### config.mk
export PLATFORM = sky130hd
export DESIGN_NAME = uart_imem_loader
export DESIGN_NICKNAME = d
export VERILOG_FILES = /design/src/rtl/uart_imem_loader_pkg.sv /design/src/rtl/uart_rx_byte.sv /design/src/rtl/uart_imem_loader.sv
export SDC_FILE = /design/constraint.sdc
export NUM_CORES = 1
export LEC_CHECK = 0
export BUFFER_PORTS_ARGS = -buffer_cell sky130_fd_sc_hd__clkbuf_2
export CAP_MARGIN = 5
export CORE_MARGIN = 8
export CORE_UTILIZATION = 60
export DETAILED_ROUTE_END_ITERATION = 6
export GPL_TIMING_DRIVEN = 0
export PLACE_DENSITY = 0.79
export SYNTH_ARGS = -nofsm -noshare
export SYNTH_HDL_FRONTEND = slang
export SYNTH_SLANG_ARGS = --single-unit
### constraint.sdc
create_clock -name clock -period 6.3 [get_ports clock]
set_input_delay 1.26 -clock clock [delete_from_list [all_inputs] [get_ports clock]]
set_output_delay 1.26 -clock clock [all_outputs]
set_load 0.01 [all_outputs]
### src/rtl/uart_imem_loader_pkg.sv
// uart_imem_loader_pkg: shared states, constants and bit-timing helper for the UART imem loader.
package uart_imem_loader_pkg;

    typedef enum logic [2:0] {IDLE, LEN_LO, LEN_HI, DATA, CHECK, DONE, ERROR} state_t;

    typedef enum logic [1:0] {RX_IDLE, RX_START, RX_DATA, RX_STOP} rx_state_t;

    localparam logic [7:0] SYNC_BYTE = 8'hA5;

    function automatic int clks_per_bit(input int clock_hz, input int baud);
        return clock_hz / baud;
    endfunction

endpackage

### src/rtl/uart_rx_byte.sv
// uart_rx_byte: 8N1 receiver with 2-flop synchronizer, start-glitch rejection and stop-bit check.
module uart_rx_byte
    import uart_imem_loader_pkg::*;
#(
    parameter int CLKS_PER_BIT = 10
) (
    input  logic       clock,
    input  logic       resetn,
    input  logic       rx,
    output logic       byte_valid,
    output logic [7:0] byte_data,
    output logic       framing_err
);
    localparam int CW = $clog2(CLKS_PER_BIT);

    rx_state_t     state;
    logic          rx_meta, rx_sync, rx_prev;
    logic [CW-1:0] cnt;
    logic [2:0]    bit_idx;
    logic [7:0]    shift;
    logic          tick;

    assign tick = cnt == CW'(CLKS_PER_BIT - 1);

    always_ff @(posedge clock) begin
        if (!resetn) begin
            state       <= RX_IDLE;
            rx_meta     <= 1'b1;
            rx_sync     <= 1'b1;
            rx_prev     <= 1'b1;
            cnt         <= '0;
            bit_idx     <= '0;
            shift       <= '0;
            byte_valid  <= 1'b0;
            byte_data   <= '0;
            framing_err <= 1'b0;
        end else begin
            {rx_prev, rx_sync, rx_meta} <= {rx_sync, rx_meta, rx};
            byte_valid  <= 1'b0;
            framing_err <= 1'b0;
            cnt         <= (state == RX_IDLE || tick) ? '0 : cnt + 1'b1;
            case (state)
                RX_IDLE: if (rx_prev && !rx_sync) state <= RX_START;
                // half a bit into the start bit: a high line here was only a glitch
                RX_START: if (cnt == CW'(CLKS_PER_BIT / 2 - 1)) begin
                    cnt     <= '0;
                    bit_idx <= '0;
                    state   <= rx_sync ? RX_IDLE : RX_DATA;
                end
                RX_DATA: if (tick) begin
                    shift   <= {rx_sync, shift[7:1]};
                    bit_idx <= bit_idx + 1'b1;
                    if (bit_idx == 3'd7) state <= RX_STOP;
                end
                RX_STOP: if (tick) begin
                    state       <= RX_IDLE;
                    byte_valid  <= rx_sync;
                    framing_err <= !rx_sync;
                    byte_data   <= shift;
                end
                default: state <= RX_IDLE;
            endcase
        end
    end

endmodule

### src/rtl/uart_imem_loader.sv
// uart_imem_loader: loads framed UART images into imem, holding the core in reset while loading.
// Define LOADER_CHECKSUM_EN to require a trailing mod-256 byte-sum after the data words.
module uart_imem_loader
    import uart_imem_loader_pkg::*;
#(
    parameter int CLOCK_HZ       = 27000000,
    parameter int BAUD           = 115200,
    parameter int ADDR_BITS      = 9,
    parameter int TIMEOUT_CYCLES = 2700000
) (
    input  logic                 clock,
    input  logic                 resetn,
    input  logic                 uart_rx,
    output logic [ADDR_BITS-1:0] imem_write_address,
    output logic [31:0]          imem_write_data,
    output logic                 imem_write_enable,
    output logic                 core_hold,
    output logic                 load_done,
    output logic                 load_error
);
    localparam int          CPB      = clks_per_bit(CLOCK_HZ, BAUD);
    localparam int          TW       = $clog2(TIMEOUT_CYCLES + 2);
    localparam int          WB       = ADDR_BITS + 1;
    localparam logic [16:0] CAPACITY = 17'(2 ** ADDR_BITS);
`ifdef LOADER_CHECKSUM_EN
    localparam state_t      LAST     = CHECK;
`else
    localparam state_t      LAST     = DONE;
`endif

    state_t        state;
    logic          byte_valid, framing_err, timed_out;
    logic [7:0]    byte_data, len_lo;
    logic [16:0]   len_n;
    logic [WB-1:0] word_cnt, len_words;
    logic [1:0]    byte_idx;
    logic [23:0]   word_lo;
    logic [TW-1:0] gap;
`ifdef LOADER_CHECKSUM_EN
    logic [7:0]    csum;
`endif

    uart_rx_byte #(.CLKS_PER_BIT(CPB)) u_rx (
        .clock       (clock),
        .resetn      (resetn),
        .rx          (uart_rx),
        .byte_valid  (byte_valid),
        .byte_data   (byte_data),
        .framing_err (framing_err)
    );

    assign timed_out = gap > TW'(TIMEOUT_CYCLES);
    assign len_n     = {1'b0, byte_data, len_lo};

    always_ff @(posedge clock) begin
        if (!resetn) begin
            state              <= IDLE;
            imem_write_address <= '0;
            imem_write_data    <= '0;
            imem_write_enable  <= 1'b0;
            core_hold          <= 1'b0;
            load_done          <= 1'b0;
            load_error         <= 1'b0;
            len_lo             <= '0;
            word_cnt           <= '0;
            len_words          <= '0;
            byte_idx           <= '0;
            word_lo            <= '0;
            gap                <= '0;
`ifdef LOADER_CHECKSUM_EN
            csum               <= '0;
`endif
        end else begin
            imem_write_enable <= 1'b0;
            load_done         <= 1'b0;
            // saturating gap counter so a long stall cannot wrap back under the limit
            gap <= (state == IDLE || byte_valid) ? '0 : timed_out ? gap : gap + 1'b1;
            case (state)
                IDLE: if (byte_valid && byte_data == SYNC_BYTE) begin
                    load_error <= 1'b0;
                    core_hold  <= 1'b1;
                    state      <= LEN_LO;
`ifdef LOADER_CHECKSUM_EN
                    csum       <= '0;
`endif
                end
                DONE: begin
                    load_done <= 1'b1;
                    core_hold <= 1'b0;
                    state     <= IDLE;
                end
                ERROR: begin
                    load_error <= 1'b1;
                    state      <= IDLE;
                end
                default: if (framing_err || timed_out) state <= ERROR;
                else if (byte_valid) case (state)
                    LEN_LO: begin
                        len_lo <= byte_data;
                        state  <= LEN_HI;
                    end
                    LEN_HI: begin
                        len_words <= WB'(len_n);
                        word_cnt  <= '0;
                        byte_idx  <= '0;
                        state     <= len_n == 17'd0 ? DONE : len_n > CAPACITY ? ERROR : DATA;
                    end
                    DATA: begin
                        byte_idx <= byte_idx + 1'b1;
`ifdef LOADER_CHECKSUM_EN
                        csum     <= csum + byte_data;
`endif
                        if (byte_idx == 2'd3) begin
                            imem_write_enable  <= 1'b1;
                            imem_write_address <= word_cnt[ADDR_BITS-1:0];
                            imem_write_data    <= {byte_data, word_lo};
                            word_cnt           <= word_cnt + 1'b1;
                            if (word_cnt + 1'b1 == len_words) state <= LAST;
                        end else begin
                            word_lo[{byte_idx, 3'b000} +: 8] <= byte_data;
                        end
                    end
`ifdef LOADER_CHECKSUM_EN
                    CHECK: state <= byte_data == csum ? DONE : ERROR;
`endif
                    default: state <= IDLE;
                endcase
            endcase
        end
    end

endmodule

==> impl_metrics.csv <==
group,metric,value,unit
routing,vias,5910,
timing,setup_tns,0,ns
routing,drc,0,
synth,synth_top_area_share,0.4481,
global_route,grt_max_degree,17,
routing,vias_per_cell,5.727,
global_route,antenna_found_initial,0,
floorplanning,initial_core_util,0.6155,
cts,cts_buffer_depth,2,
hold_path,whs_path_depth,1,
synth,synthFlopType,"dfxtp_1",
global_route,grt_pass1_wl,26.99,mm
pwr,ir_drop,0.3290,mV
floorplanning,core,11470,um^2
timing,worstMarginPinSlew,0.9374,ns
worst_setup_path,critical_path.max_fanout,8,
cts,cts_tree,"done",
placement,globalplace.congestion,0.9185,
routing,antenna_left,0,
pwr,power.leakage,2.969,nW
final_layout,diodes,0,
cts,cts_setup_buffers,0,
global_route,track_usage,0.2086,
cts,clkLatencyLatePin,0.43,ns
worst_setup_path,r2r_cells,9,
floorplanning,rows,39,
routing,firstDrtPassIters,5,
cts,cts_buffers,17,
synth,netlist_instances,811,
synth,syn_area,7058,um^2
timing,slew_headroom,0.3702,
run_status,status,"complete, no violations",
routing,wirelength,16.40,mm
timing,fmax,348.9,MHz
synth,synth-seq-cells,158,
routing,routedWlPerCell,15.89,um
cts,cts_sinks,158,
worst_setup_path,start_kind,"flip-flop",
timing,grt_setup_unrepaired,"false",
timing,period_share,0.4549,
global_route,grt_pass1_vias,5676,
final_layout,fin_nets,893,
floorplanning,fp.dieH,124.5,um
synth,synth_fp_nets,827,
routing,drt_iter0_markers,428,
cts,cts_max_level,4,
run,maxCapViolCount,0,
timing,fin_crit,2.866,ns
final_layout,drive_above_1_share,0.1192,
final_layout,post-route-util,0.7039,
synth,ys_warn_count,0,
worst_setup_path,worstPathRequired,6.67,ns
placement,io_buffers,47,
synth,synthArstFlopShare,0,
final_layout,area_growth,14.36,%
worst_setup_path,critPathKind,"reg -> reg",
timing,drv_slew,0,
final_layout,fillers,902,
synth,yosysTopAreaCell,"dfxtp_1",
cts,hold_buffers,0,
floorplanning,die-area,15490,um^2
pwr,power_density,255.5,nW/um^2
cts,root_buffer,"clkbuf_16",
timing,hold_viol,0,
timing,fin_skew,0.008076,ns
timing,setup_viol,0,
cts,cts_resized,0,
placement,dp_hpwl,11.51,mm
floorplanning,die_w,124.5,um
floorplanning,io_pins,48,
synth,synth_cell_type_count,63,
synth,ys_top_cells_by_area,"dfxtp_1 45%, nand2_1 7.7%, mux2i_1 5.4%",
global_route,grt_overflow,0,
synth,synth_edf_count,0,
cts,clkTransAtPathRegs,0.06,ns
hold_path,hold_class,"reg -> reg",
synth,synth-seq-area-share,0.4481,
worst_setup_path,end_kind,"flip-flop",
synth,syn_avg_cell_area,8.703,um^2
worst_setup_path,arrival,3.24,ns
path summary, 6_finish.rpt:
kind / slack [ns] / endpoint / from
max: 3.43 / state[0]$_SDFFE_PN0P_ / word_cnt[0]$_SDFFE_PN0P_
min: 0.41 / u_rx.rx_sync$_SDFF_PN1_ / u_rx.rx_meta$_SDFF_PN1_
max reg2reg: 3.43 / state[0]$_SDFFE_PN0P_ / word_cnt[0]$_SDFFE_PN0P_
min reg2reg: 0.41 / u_rx.rx_sync$_SDFF_PN1_ / u_rx.rx_meta$_SDFF_PN1_
layout by cell type, fill, tap and decap left out, drive strengths merged, types with 6 or more instances in the layout:
| cell type | n |
|---|---|
| a21boi | 43 |
| a21oi | 13 |
| and2 | 6 |
| buf | 16 |
| clkbuf | 100 |
| clkinv | 6 |
| dfxtp | 158 |
| ha | 13 |
| inv | 20 |
| mux2i | 38 |
| nand2 | 144 |
| nand2b | 6 |
| nand3 | 18 |
| nand4 | 31 |
| nor2 | 59 |
| nor2b | 44 |
| nor3 | 12 |
| nor3b | 7 |
| o21ai | 49 |
| xnor2 | 20 |
| xor2 | 17 |
worst max-delay path, stage by stage (launching register included):
cell       delay, ns
dfxtp_1         0.50
ha_1            0.22
clkbuf_1        0.31
nand2_1         0.18
nor2_1          0.21
xnor2_1         0.10
nor4_1          0.36
a31oi_1         0.21
a2111oi_0       0.53
o21a_1          0.19
per-stage QoR:
stage / setup WS [ns] / total power [W] / cells / hold WS, ns / instance area, um^2
6_report: 3.434 / 0.002062 / 1032 / 0.4073 / 8071
5_1_grt: 3.132 / 0.002113 / 1032 / 0.4531 / 8071
4_1_cts: 3.551 / 0.002073 / 1032 / 0.4115 / 8071
3_5_place_dp: 3.504 / 0.001053 / 1001 / 0.3965 / 7472
3_3_place_gp: 3.581 / 0.001052 / 1001 / 0.3998 / 7472
2_1_floorplan: 4.069 / 0.001044 / 811 / 0.3863 / 7058
per-layer routing:
metal | GRT usage | part of all wire | up-vias
met5 | 0 | 0 | -
met4 | 0.07512 | 0.015 | 0
met3 | 0.05234 | 0.050 | 30
met2 | 0.3498 | 0.48 | 163
met1 | 0.2529 | 0.45 | 2795
li1 | - | - | 2922
cell families after synthesis:
kind of cell,after synthesis,share of synthesized area
AOI/OAI and AO/OA,138,0.1307
xor gates and xnor gates,37,0.04591
adders and majority gates,13,0.02305
buffers and inverters,67,0.03971
DFF,158,0.4481
muxes,38,0.05389
and+or+nand+nor,360,0.2586
power breakdown:
group	internal (W)	switching [W]
sequential	0.00100	0.000000907
clock	0.000617	0.000413
combinational	0.0000116	0.0000191
final cells by class:
cell class | instances | area (um^2) | share of cell area
flip-flops and latches | 158 | 3163 | 0.3919
multi-input cells | 586 | 3615 | 0.4478
repair buffers | 47 | 235.2 | 0.02914
well taps | 143 | 178.9 | 0.02217
clock inverters | 11 | 132.6 | 0.01643
clock buffers | 20 | 466.7 | 0.05782
inverters | 18 | 67.56 | 0.008371
plain buffers | 49 | 212.7 | 0.02635
Yosys cell counts, types with 6 or more instances:
cell type  instances
o21ai_0           25
nor2_1            57
and2_1             6
nand2b_1           6
xnor2_1           20
nand2_1          144
inv_1             18
nand3_1           17
xor2_1            17
ha_1              13
mux2i_1           38
clkbuf_1          32
nor2b_1           44
buf_2             10
a21oi_1           13
a21boi_1          40
nor3_1            11
dfxtp_1          158
nand4_1           31
o21ai_1           24
registers in the layout, indices dropped and copies added, names as in the netlist, 2 cells and up, named ones only:
name,cells
word_lo,24
len_words,10
len_lo,8
u_rx.bit_idx,3
u_rx.cnt,8
u_rx.shift,8
byte_idx,2
imem_write_address,9
imem_write_data,32
u_rx.byte_data,8
gap,22
word_cnt,10
state,3
No activity file was read; power rests on OpenSTA's default activity.
